==> src/rtl/sd_xfer_sequencer_pkg.sv <==
// Shared state encodings, error codes and constants for the SD transfer sequencer.
// SD_SEQ_AUTO_CMD12_EN adds the auto-CMD12 states.
package sd_xfer_sequencer_pkg;

  // DONE and ERR share StFin; a separate flag tells them apart.
  typedef enum logic [2:0] {
    StIdle     = 3'd0,
    StIssue    = 3'd1,
    StWaitResp = 3'd2,
    StStartDma = 3'd3,
    StWaitXfer = 3'd4,
`ifdef SD_SEQ_AUTO_CMD12_EN
    StA12Issue = 3'd5,
    StA12Wait  = 3'd6,
`endif
    StFin      = 3'd7
  } seq_state_e;

  localparam logic [2:0] ErrNone       = 3'd0;
  localparam logic [2:0] ErrCmdTimeout = 3'd1;
  localparam logic [2:0] ErrDma        = 3'd2;
  localparam logic [2:0] ErrWdog       = 3'd3;
  localparam logic [2:0] ErrAbort      = 3'd4;
  localparam logic [2:0] ErrA12Timeout = 3'd5;

  localparam logic [5:0] Cmd12Index = 6'd12;

endpackage

==> src/rtl/sd_xfer_sequencer_if.sv <==
// Handshake bundle between the sequencer and the register file / CMD / dma / DAT blocks.
// master is the sequencer's view, slave the surrounding blocks' view.
interface sd_xfer_sequencer_if;
  logic       cmd_wr;
  logic [5:0] cmd_index;
  logic       data_present;
  logic       multi_blk;
  logic       stop_req;
  logic       cmd_complete;
  logic       cmd_timeout;
  logic       dma_done;
  logic       dma_error;
  logic       dat_done;
  logic       new_cmd;
  logic [5:0] new_cmd_index;
  logic       dma_start;
  logic       seq_busy;
  logic       cmd_done_irq;
  logic       xfer_done_irq;
  logic       err_irq;
  logic [2:0] err_code;
  logic       cmd_rejected;

  modport master (
    input  cmd_wr, cmd_index, data_present, multi_blk, stop_req,
    input  cmd_complete, cmd_timeout, dma_done, dma_error, dat_done,
    output new_cmd, new_cmd_index, dma_start, seq_busy,
    output cmd_done_irq, xfer_done_irq, err_irq, err_code, cmd_rejected
  );

  modport slave (
    output cmd_wr, cmd_index, data_present, multi_blk, stop_req,
    output cmd_complete, cmd_timeout, dma_done, dma_error, dat_done,
    input  new_cmd, new_cmd_index, dma_start, seq_busy,
    input  cmd_done_irq, xfer_done_irq, err_irq, err_code, cmd_rejected
  );
endinterface

==> src/rtl/sd_xfer_sequencer_seq_watchdog.sv <==
// Transfer watchdog: counts enabled cycles and flags the cycle the count reaches WDOG_MAX.
module seq_watchdog #(
  parameter int unsigned       WDOG_W   = 16,
  parameter logic [WDOG_W-1:0] WDOG_MAX = 16'hFFFF
) (
  input  logic CLK,
  input  logic rst_L,
  input  logic clear,
  input  logic enable,
  output logic expire
);

  logic [WDOG_W-1:0] count_q;

  always_ff @(posedge CLK or negedge rst_L) begin
    if (!rst_L) begin
      count_q <= '0;
    end else if (clear) begin
      count_q <= '0;
    end else if (enable) begin
      count_q <= count_q + 1'b1;
    end
  end

  // Fires in the cycle whose increment would make the count equal WDOG_MAX.
  assign expire = enable && (count_q == WDOG_MAX - 1'b1);

endmodule

==> src/rtl/sd_xfer_sequencer.sv <==
// SD transaction sequencer: command issue, data phase launch/wait, interrupts and error cause.
// Define SD_SEQ_AUTO_CMD12_EN to append an automatic CMD12 after multi-block transfers.
module sd_xfer_sequencer
  import sd_xfer_sequencer_pkg::*;
#(
  parameter int unsigned       WDOG_W   = 16,
  parameter logic [WDOG_W-1:0] WDOG_MAX = 16'hFFFF
) (
  input logic                 CLK,
  input logic                 rst_L,
  sd_xfer_sequencer_if.master bus
);

  seq_state_e state_q, state_d;
  logic       fin_err_q, fin_err_d;
  logic [2:0] err_code_q, err_code_d;
  logic [5:0] index_q, index_d;
  logic       dma_seen_q, dma_seen_d;
  logic       dat_seen_q, dat_seen_d;
  logic       cmd_done_q, cmd_done_d;
  logic       xfer_done_q, xfer_done_d;
  logic       rejected_q, rejected_d;
  logic       wd_clear, wd_enable, wd_expire;
  logic       xfer_both;
  logic       in_flight;

  seq_watchdog #(
    .WDOG_W  (WDOG_W),
    .WDOG_MAX(WDOG_MAX)
  ) u_wdog (
    .CLK   (CLK),
    .rst_L (rst_L),
    .clear (wd_clear),
    .enable(wd_enable),
    .expire(wd_expire)
  );

  assign in_flight = (state_q != StIdle) && (state_q != StFin);
  assign xfer_both = (dma_seen_q | bus.dma_done) & (dat_seen_q | bus.dat_done);

  always_comb begin
    state_d     = state_q;
    fin_err_d   = fin_err_q;
    err_code_d  = err_code_q;
    index_d     = index_q;
    dma_seen_d  = dma_seen_q;
    dat_seen_d  = dat_seen_q;
    cmd_done_d  = 1'b0;
    xfer_done_d = 1'b0;
    rejected_d  = bus.cmd_wr && (state_q != StIdle);
    wd_clear    = 1'b0;
    wd_enable   = 1'b0;

    unique case (state_q)
      StIdle: begin
        if (bus.cmd_wr) begin
          state_d    = StIssue;
          index_d    = bus.cmd_index;
          err_code_d = ErrNone;
        end
      end
      StIssue: state_d = StWaitResp;
      StWaitResp: begin
        if (bus.cmd_timeout) begin
          state_d    = StFin;
          fin_err_d  = 1'b1;
          err_code_d = ErrCmdTimeout;
        end else if (bus.cmd_complete) begin
          cmd_done_d = 1'b1;
          fin_err_d  = 1'b0;
          state_d    = bus.data_present ? StStartDma : StFin;
        end
      end
      StStartDma: begin
        wd_clear   = 1'b1;
        dma_seen_d = 1'b0;
        dat_seen_d = 1'b0;
        state_d    = StWaitXfer;
      end
      StWaitXfer: begin
        wd_enable  = 1'b1;
        dma_seen_d = dma_seen_q | bus.dma_done;
        dat_seen_d = dat_seen_q | bus.dat_done;
        if (bus.dma_error) begin
          state_d    = StFin;
          fin_err_d  = 1'b1;
          err_code_d = ErrDma;
        end else if (xfer_both) begin
          xfer_done_d = 1'b1;
          fin_err_d   = 1'b0;
`ifdef SD_SEQ_AUTO_CMD12_EN
          state_d     = bus.multi_blk ? StA12Issue : StFin;
`else
          state_d     = StFin;
`endif
        end else if (wd_expire) begin
          state_d    = StFin;
          fin_err_d  = 1'b1;
          err_code_d = ErrWdog;
        end
      end
`ifdef SD_SEQ_AUTO_CMD12_EN
      StA12Issue: state_d = StA12Wait;
      StA12Wait: begin
        if (bus.cmd_timeout) begin
          state_d    = StFin;
          fin_err_d  = 1'b1;
          err_code_d = ErrA12Timeout;
        end else if (bus.cmd_complete) begin
          state_d   = StFin;
          fin_err_d = 1'b0;
        end
      end
`endif
      StFin:   state_d = StIdle;
      default: state_d = StIdle;
    endcase

    // Abort overrides every other event, including any pulse decided above.
    if (bus.stop_req && in_flight) begin
      state_d     = StFin;
      fin_err_d   = 1'b1;
      err_code_d  = ErrAbort;
      cmd_done_d  = 1'b0;
      xfer_done_d = 1'b0;
    end
  end

  always_ff @(posedge CLK or negedge rst_L) begin
    if (!rst_L) begin
      state_q     <= StIdle;
      fin_err_q   <= 1'b0;
      err_code_q  <= ErrNone;
      index_q     <= '0;
      dma_seen_q  <= 1'b0;
      dat_seen_q  <= 1'b0;
      cmd_done_q  <= 1'b0;
      xfer_done_q <= 1'b0;
      rejected_q  <= 1'b0;
    end else begin
      state_q     <= state_d;
      fin_err_q   <= fin_err_d;
      err_code_q  <= err_code_d;
      index_q     <= index_d;
      dma_seen_q  <= dma_seen_d;
      dat_seen_q  <= dat_seen_d;
      cmd_done_q  <= cmd_done_d;
      xfer_done_q <= xfer_done_d;
      rejected_q  <= rejected_d;
    end
  end

`ifdef SD_SEQ_AUTO_CMD12_EN
  assign bus.new_cmd       = (state_q == StIssue) || (state_q == StA12Issue);
  assign bus.new_cmd_index = (state_q == StA12Issue) ? Cmd12Index : index_q;
`else
  assign bus.new_cmd       = (state_q == StIssue);
  assign bus.new_cmd_index = index_q;
`endif
  assign bus.dma_start     = (state_q == StStartDma);
  assign bus.seq_busy      = (state_q != StIdle);
  assign bus.err_irq       = (state_q == StFin) && fin_err_q;
  assign bus.cmd_done_irq  = cmd_done_q;
  assign bus.xfer_done_irq = xfer_done_q;
  assign bus.err_code      = err_code_q;
  assign bus.cmd_rejected  = rejected_q;

endmodule

==> src/flat_wrapper.sv <==
// flat-port wrapper written by rule: the top's interface ports become plain ports
module sd_xfer_sequencer_flat import sd_xfer_sequencer_pkg::*;
#(
  parameter int unsigned       WDOG_W   = 16,
  parameter logic [WDOG_W-1:0] WDOG_MAX = 16'hFFFF
)
  (CLK, rst_L, bus_cmd_wr, bus_cmd_index, bus_data_present, bus_multi_blk, bus_stop_req, bus_cmd_complete, bus_cmd_timeout, bus_dma_done, bus_dma_error, bus_dat_done, bus_new_cmd, bus_new_cmd_index, bus_dma_start, bus_seq_busy, bus_cmd_done_irq, bus_xfer_done_irq, bus_err_irq, bus_err_code, bus_cmd_rejected);
  sd_xfer_sequencer_if bus_i ();
  input logic CLK;
  input logic rst_L;
  input wire logic [$bits(bus_i.cmd_wr)-1:0] bus_cmd_wr;
  input wire logic [$bits(bus_i.cmd_index)-1:0] bus_cmd_index;
  input wire logic [$bits(bus_i.data_present)-1:0] bus_data_present;
  input wire logic [$bits(bus_i.multi_blk)-1:0] bus_multi_blk;
  input wire logic [$bits(bus_i.stop_req)-1:0] bus_stop_req;
  input wire logic [$bits(bus_i.cmd_complete)-1:0] bus_cmd_complete;
  input wire logic [$bits(bus_i.cmd_timeout)-1:0] bus_cmd_timeout;
  input wire logic [$bits(bus_i.dma_done)-1:0] bus_dma_done;
  input wire logic [$bits(bus_i.dma_error)-1:0] bus_dma_error;
  input wire logic [$bits(bus_i.dat_done)-1:0] bus_dat_done;
  output wire logic [$bits(bus_i.new_cmd)-1:0] bus_new_cmd;
  output wire logic [$bits(bus_i.new_cmd_index)-1:0] bus_new_cmd_index;
  output wire logic [$bits(bus_i.dma_start)-1:0] bus_dma_start;
  output wire logic [$bits(bus_i.seq_busy)-1:0] bus_seq_busy;
  output wire logic [$bits(bus_i.cmd_done_irq)-1:0] bus_cmd_done_irq;
  output wire logic [$bits(bus_i.xfer_done_irq)-1:0] bus_xfer_done_irq;
  output wire logic [$bits(bus_i.err_irq)-1:0] bus_err_irq;
  output wire logic [$bits(bus_i.err_code)-1:0] bus_err_code;
  output wire logic [$bits(bus_i.cmd_rejected)-1:0] bus_cmd_rejected;
  assign bus_i.cmd_wr = bus_cmd_wr;
  assign bus_i.cmd_index = bus_cmd_index;
  assign bus_i.data_present = bus_data_present;
  assign bus_i.multi_blk = bus_multi_blk;
  assign bus_i.stop_req = bus_stop_req;
  assign bus_i.cmd_complete = bus_cmd_complete;
  assign bus_i.cmd_timeout = bus_cmd_timeout;
  assign bus_i.dma_done = bus_dma_done;
  assign bus_i.dma_error = bus_dma_error;
  assign bus_i.dat_done = bus_dat_done;
  assign bus_new_cmd = bus_i.new_cmd;
  assign bus_new_cmd_index = bus_i.new_cmd_index;
  assign bus_dma_start = bus_i.dma_start;
  assign bus_seq_busy = bus_i.seq_busy;
  assign bus_cmd_done_irq = bus_i.cmd_done_irq;
  assign bus_xfer_done_irq = bus_i.xfer_done_irq;
  assign bus_err_irq = bus_i.err_irq;
  assign bus_err_code = bus_i.err_code;
  assign bus_cmd_rejected = bus_i.cmd_rejected;
  sd_xfer_sequencer #(.WDOG_W(WDOG_W), .WDOG_MAX(WDOG_MAX)) u_core (.CLK(CLK), .rst_L(rst_L), .bus(bus_i));
endmodule
==> config.mk <==
export PLATFORM = sky130hd
export DESIGN_NAME = sd_xfer_sequencer_flat
export DESIGN_NICKNAME = d
export VERILOG_FILES = /design/src/rtl/sd_xfer_sequencer_pkg.sv /design/src/rtl/sd_xfer_sequencer_if.sv /design/src/rtl/sd_xfer_sequencer_seq_watchdog.sv /design/src/rtl/sd_xfer_sequencer.sv /design/src/flat_wrapper.sv
export SDC_FILE = /design/constraint.sdc
export NUM_CORES = 1
export LEC_CHECK = 0
export CORE_ASPECT_RATIO = 1.4
export CORE_MARGIN = 2
export CORE_UTILIZATION = 25
export DETAILED_ROUTE_END_ITERATION = 12
export SYNTH_ARGS = -nofsm -noshare
export SYNTH_HDL_FRONTEND = slang
export SYNTH_SLANG_ARGS = --single-unit
==> constraint.sdc <==
create_clock -name CLK -period 1.88 [get_ports CLK]
set_input_delay 0.282 -clock CLK [delete_from_list [all_inputs] [get_ports CLK]]
set_output_delay 0.282 -clock CLK [all_outputs]
set_load 0.02 [all_outputs]
; Yosys cells after proc, flatten, opt, wreduce, memory -nomap -nowiden
; Cells that the tools add are included.
[op_classes]
add_sub_neg = 1
eq_ne = 13
mux = 37
bitwise_logic = 3
n_reduce_logical = 15
[op_table]
columns = operator, count
row1 = 2-to-1 mux 3 bit, 14
row2 = 2-to-1 mux 16 bit, 2
row3 = "adder 16 x 1 -> 16 bit, second input constant", 1
row4 = "equality test 16 bit, second input constant", 1
row5 = 2-to-1 mux 1 bit, 16
row6 = case mux 3 bit (5 select lines), 1
row7 = case mux 3 bit (3 select lines), 1
row8 = "!= test 4 x 3 -> 1 bit, second input constant", 2
row9 = "equality test 3 x 2 -> 1 bit, second input constant", 2
row10 = "equality test 3 bit, second input constant", 2
row11 = "!= test 3 x 2 -> 1 bit, second input constant", 2
row12 = case mux 1 bit (2 select lines), 3
row13 = AND reduction 3 bit, 2
row14 = nonzero test 3 bit, 2
row15 = logical AND 1 bit, 5
row16 = "!= test 5 x 3 -> 1 bit, second input constant", 1
row17 = AND reduction 5 bit, 1
row18 = "!= test 4 bit, second input constant", 1
row19 = nonzero test 2 bit, 2
row20 = nonzero test 4 bit, 1
row21 = "equality test 3 x 1 -> 1 bit, second input constant", 1
row22 = zero test 3 bit, 1
row23 = "!= test 3 bit, second input constant", 1
row24 = OR 1 bit, 2
row25 = other kinds (2), 2
[totals]
regBits = 34
input_bits = 17
out_inout_bits = 16
elab_cells = 79

; Depth between registers and ports, before layout
; Gate-level depths: netlist of run 1.
[logic_depth]
depth_word = 8
mapped_depth = 8
depth_no_buf = 7

; Modules after synthesis
; From an unflattened synthesis of run 1, not the netlist that was laid out.
[hier_totals]
cells_unflattened = 174
area_unflattened_um2 = 1846.8
[modules_own_cells]
columns = mod, n_inst, cells_per_inst, area_each_um2
row1 = sd_xfer_sequencer, 1, 89, 1002.2
row2 = seq_watchdog, 1, 85, 844.6

; Least setup slack after synthesis of run 1
; OpenSTA, ideal clock, no wires.
[synth_timing]
kind = reg2reg
from = register u_core.state_q[0]
to = register u_core.err_code_q[0], in the netlist u_core.bus.err_code[0]
setup_ps = 128
arrival_time_ps = 1689
required_time_ps = 1752
setup_slack_ps = 64
stages_incl_launch_ff = 6
path_buffers = 1
path_cell_list = dfrtp_1 > or3b_1 > clkbuf_2 > nor4_2 > a2111o_1 > mux2_1
[synth_via]
elab_chain_len = 5
word_cells_on_any_way = 17
cone_classes = eq/ne (7) / mux (3) / reduce/logical (7)
[synth_lines]
columns = element, line_no
row1 = start: declaration, sd_xfer_sequencer.sv:14  ; seq_state_e state_q, state_d;
row2 = start signal: assignment, sd_xfer_sequencer.sv:131  ; state_q <= StIdle;
row3 = start signal: assignment, sd_xfer_sequencer.sv:141  ; state_q <= state_d;
row4 = "equality test 3 bit, or another cell as far along", sd_xfer_sequencer.sv:54  ; unique case (state_q)
row5 = 2-to-1 mux 1 bit / logical AND 1 bit (equally long branches), "sd_xfer_sequencer.sv:54, sd_xfer_sequencer.sv:38"
row6 = logical AND 1 bit (on tied branches), "sd_xfer_sequencer_seq_watchdog.sv:26, sd_xfer_sequencer.sv:120"
row7 = "!= test 4 x 3 -> 1 bit (no line), or another cell as far along", --
row8 = AND reduction 5 bit (no line), --
row9 = end signal: assignment, sd_xfer_sequencer.sv:133  ; err_code_q <= ErrNone;
row10 = end signal: assignment, sd_xfer_sequencer.sv:143  ; err_code_q <= err_code_d;
row11 = end: declaration, sd_xfer_sequencer.sv:16  ; logic [2:0] err_code_q, err_code_d;
; Several ways; a longest one is shown, not always the timed one.
; A chain may end at the register's enable or synchronous reset.

; Worst setup path in the final report of run 1
[layout_timing]
from = register u_core.u_wdog.count_q[0]
to = register u_core.err_code_q[0], in the netlist u_core.bus.err_code[0]
[layout_via]
elab_chain_len = 4
[layout_lines]
columns = element, line_no
row1 = start: declaration, sd_xfer_sequencer_seq_watchdog.sv:13  ; logic [WDOG_W-1:0] count_q;
row2 = start signal: assignment, sd_xfer_sequencer_seq_watchdog.sv:21  ; count_q <= count_q + 1'b1;
row3 = equality test 16 bit, sd_xfer_sequencer_seq_watchdog.sv:26  ; assign expire = enable && (count_q == WDOG_MAX - 1'b1);
row4 = logical AND 1 bit, sd_xfer_sequencer_seq_watchdog.sv:26
row5 = != test 4 x 3 -> 1 bit (no line), --
row6 = AND reduction 5 bit (no line), --
; No other way between the ends.

==> results of run 1 <==
## synth_stat cells, types with 3 or more instances
cell,count,area share [%]
dfrtp_1,34,49
o21ai_0,22,6.4
nand3_1,8,2.3
mux2_2,7,4.6
nor3_1,5,1.5
and2_1,3,1.1
nor2_1,15,3.3
inv_1,7,1.5
clkbuf_1,4,0.87
and3_1,3,1.1
a21oi_1,6,1.7
mux2i_1,3,1.7
nand4_1,4,1.5
o31ai_1,3,1.3
buf_6,3,2.0
o211ai_1,4,1.7
nand2_1,17,3.7
## metal layers
layer	wire length, um	up-vias
met3	122	5
met4	50	0
met1	1744	713
li1	-	756
met2	2059	17
met5	0	-
## worst max-delay path, stage by stage (launching register included)
cell	delay, ns
dfrtp_1	0.37
inv_1	0.06
ha_1	0.13
nand4_1	0.14
nor4_4	0.19
nor4_2	0.07
a2111o_1	0.40
mux2_1	0.33
## logic make-up (layout without fill, tap and decap cells)
group           after synthesis  count (layout)  share of synthesized area [%]
compound gates               45              45                          15.70
fa+ha+maj                     2               2                          1.453
buf+inv                      17              79                          5.232
flops                        34              34                          49.42
mux                          12              12                          7.631
simple gates                 66              66                          20.57
## report_power, final
part	switching [mW]	leakage [nW]	internal, mW
Sequential	0.109	0.442	0.923
Clock	0.286	0.0472	0.295
Combinational	0.760	0.639	0.738
## repair_timing
| item | 4_1_cts | 5_1_grt |
|---|---|---|
| setup endpoints to repair | 10 | 7 |
| resized for setup | 10 | 6 |
| pin swaps | 0 | 0 |
| hold buffers | 0 | 0 |
## worst paths after layout
check | slack, ns | to | depth (start not counted) | start
min reg2reg | 0.49 | u_core.bus.err_code[2]$_DFFE_PN0P_ | 1 | u_core.bus.err_code[2]$_DFFE_PN0P_
max reg2reg | 0.08 | u_core.bus.err_code[0]$_DFFE_PN0P_ | 7 | u_core.u_wdog.count_q[0]$_DFFE_PN0P_
max | 0.08 | u_core.bus.err_code[0]$_DFFE_PN0P_ | 7 | u_core.u_wdog.count_q[0]$_DFFE_PN0P_
max in group asynchronous | 1.15 | u_core.state_q[2]$_DFFE_PN0P_ | 2 | rst_L
min in group CLK | 0.49 | u_core.bus.err_code[2]$_DFFE_PN0P_ | 1 | u_core.bus.err_code[2]$_DFFE_PN0P_
min | 0.40 | u_core.bus.cmd_done_irq$_DFF_PN0_ | 2 | rst_L
## registers in the layout, indices dropped and copies added (netlist names)
name / count
u_core.bus.cmd_rejected: 1
u_core.u_wdog.count_q: 16
u_core.bus.xfer_done_irq: 1
u_core.bus.err_code: 3
u_core.state_q: 3
u_core.fin_err_q: 1
u_core.dma_seen_q: 1
u_core.dat_seen_q: 1
u_core.bus.new_cmd_index: 6
u_core.bus.cmd_done_irq: 1
## final cells by class
cell class | instances | area, um^2 | area share, %
clock inverter | 2 | 12.51 | 0.5061
sequential | 34 | 852.1 | 34.46
clock buffer | 6 | 82.58 | 3.340
tap | 92 | 115.1 | 4.656
multi-input combinational | 125 | 829.5 | 33.55
inverter | 7 | 26.28 | 1.063
timing repair buffer | 64 | 554.3 | 22.42
## metrics by stage
stage,hold slack (ns),setup WS (ns)
CTS,0.4153,0.005123
detailed placement,0.4805,-0.1553
finish,0.4032,0.07989
global placement,0.4709,-0.1441
floorplan,-0.01359,0.06379
global route,0.4366,-0.02286
==> run_results.csv, run 1 <==
group,metric,value,unit
pwr,ir_worst_vdd,0.0005997,V
clock_network,htree_levels,2,
timing,slew_headroom,66.12,%
global_routing,grt_pass1_wl,6706,um
place,dp_cells,322,
yosys,synth_edf_count,0,
global_routing,grt-ovfl-total,0,
timing,setup_viol_count_final,0,
global_routing,met2_usage,19.57,%
place,post_dp_cell_area,2331,um^2
cells_and_area,post-route-util,37.39,%
clock_network,cts-root-buf,"clkbuf_8",
critical_path,worstPathMaxFanout,3,
global_routing,grt.met1_usage,13.92,%
place,portBuffers,31,
cells_and_area,syn2layout_area_growth,43.60,%
route,wire_per_inst,12.05,um
yosys,yosys_warnings,0,
pwr,power,3.111,mW
yosys,synthesis.area,1722,um^2
floorplanning,core,6613,um^2
cells_and_area,layout.cells.non_filler,330,
global_routing,grt_pass1_vias,1509,
clock_network,tritoncts,"done",
timing,max_freq,555.5,MHz
global_routing,antenna_found_initial,0,
clock_network,clock_path_buffers,2,
timing,worstMarginPinSlew,0.5064,ns
global_routing,grt.busiest_layer,"met2",
global_routing,grt_max_degree,35,
place,hpwl,2928,um
floorplanning,die_h,102.2,um
route,dr_total_vias,1491,
route,drt_first_iter_violations,61,
route,drc,0,
route,viasPerCell,4.518,
yosys,synth_flop_cell,"dfrtp_1",
timing,maxSlewViolCount,0,
floorplanning,placementRows,35,
floorplanning,die_area,7576,um^2
floorplanning,ios,33,
critical_path,crit_required,2.05,ns
cells_and_area,final_area,2472,um^2
job,drv_cap,0,
yosys,syn_area_per_cell,9.782,um^2
yosys,synth.lib_cells_used.distinct,39,
clock_network,clock_latency,0.29,ns
clock_network,cts_setup_buffers,0,
critical_path,critPathKind,"flip-flop to flip-flop",
cells_and_area,nFillCells,688,
critical_path,worstSetupStartpointType,"flip-flop",
cells_and_area,n_antenna_cell,0,
yosys,ys_ff_latch,34,
route,finalWirelength,3976,um
critical_path,cp.arrival,1.97,ns
critical_path,crit_path_end_kind,"flip-flop",
yosys,seq_area_frac_synth,49.42,%
cells_and_area,final_cell_mix,"buf_4 (33), dfrtp_1 (33), clkdlybuf4s50_1 (27)",
clock_network,clk_pin_slew,0.07,ns
route,drt_first_pass_iters,4,
cells_and_area,layout-drive-gt1-share,24.79,%
timing,tns,0,ns
outcome,outcome,"completed",
cells_and_area,fin_nets,256,
global_routing,grtUsageMet3,2.959,%
pwr,power.density,1258,nW/um^2
pwr,p_leak,1.127,nW
clock_network,cts_made_buffers,5,
floorplanning,fp.dieW,74.14,um
clock_network,clock_sinks,34,
timing,period_share,95.75,%
floorplanning,start_util,26.04,%
yosys,syn_inst,176,
hold_path,holdCritPathClass,"primary input to asynchronous set/reset pin",
route,ant_nets,0,
place,gp_congestion,0.7535,
yosys,async_flop_share,100.0,%
timing,finalHoldViolCount,0,
timing,grt_setup_unrepaired,"true",
timing,period_needed,1.800,ns
timing,finClkSkew,0.006649,ns
global_routing,grt_usage,11.47,%
yosys,syn-num-nets,195,
(Power assumes the default switching activity.)
==> run 2, diff against run 1 <==
--- a/config.mk
+++ b/config.mk
@@ -5,6 +5,7 @@
 export SDC_FILE = /design/constraint.sdc
 export NUM_CORES = 1
 export LEC_CHECK = 0
+export ABC_CLOCK_PERIOD_IN_PS = 1880
 export CORE_ASPECT_RATIO = 1.4
 export CORE_MARGIN = 2
 export CORE_UTILIZATION = 25
==> results of run 2 <==
Same layout as run 1: the final DEF is identical, and so are final timing and power.
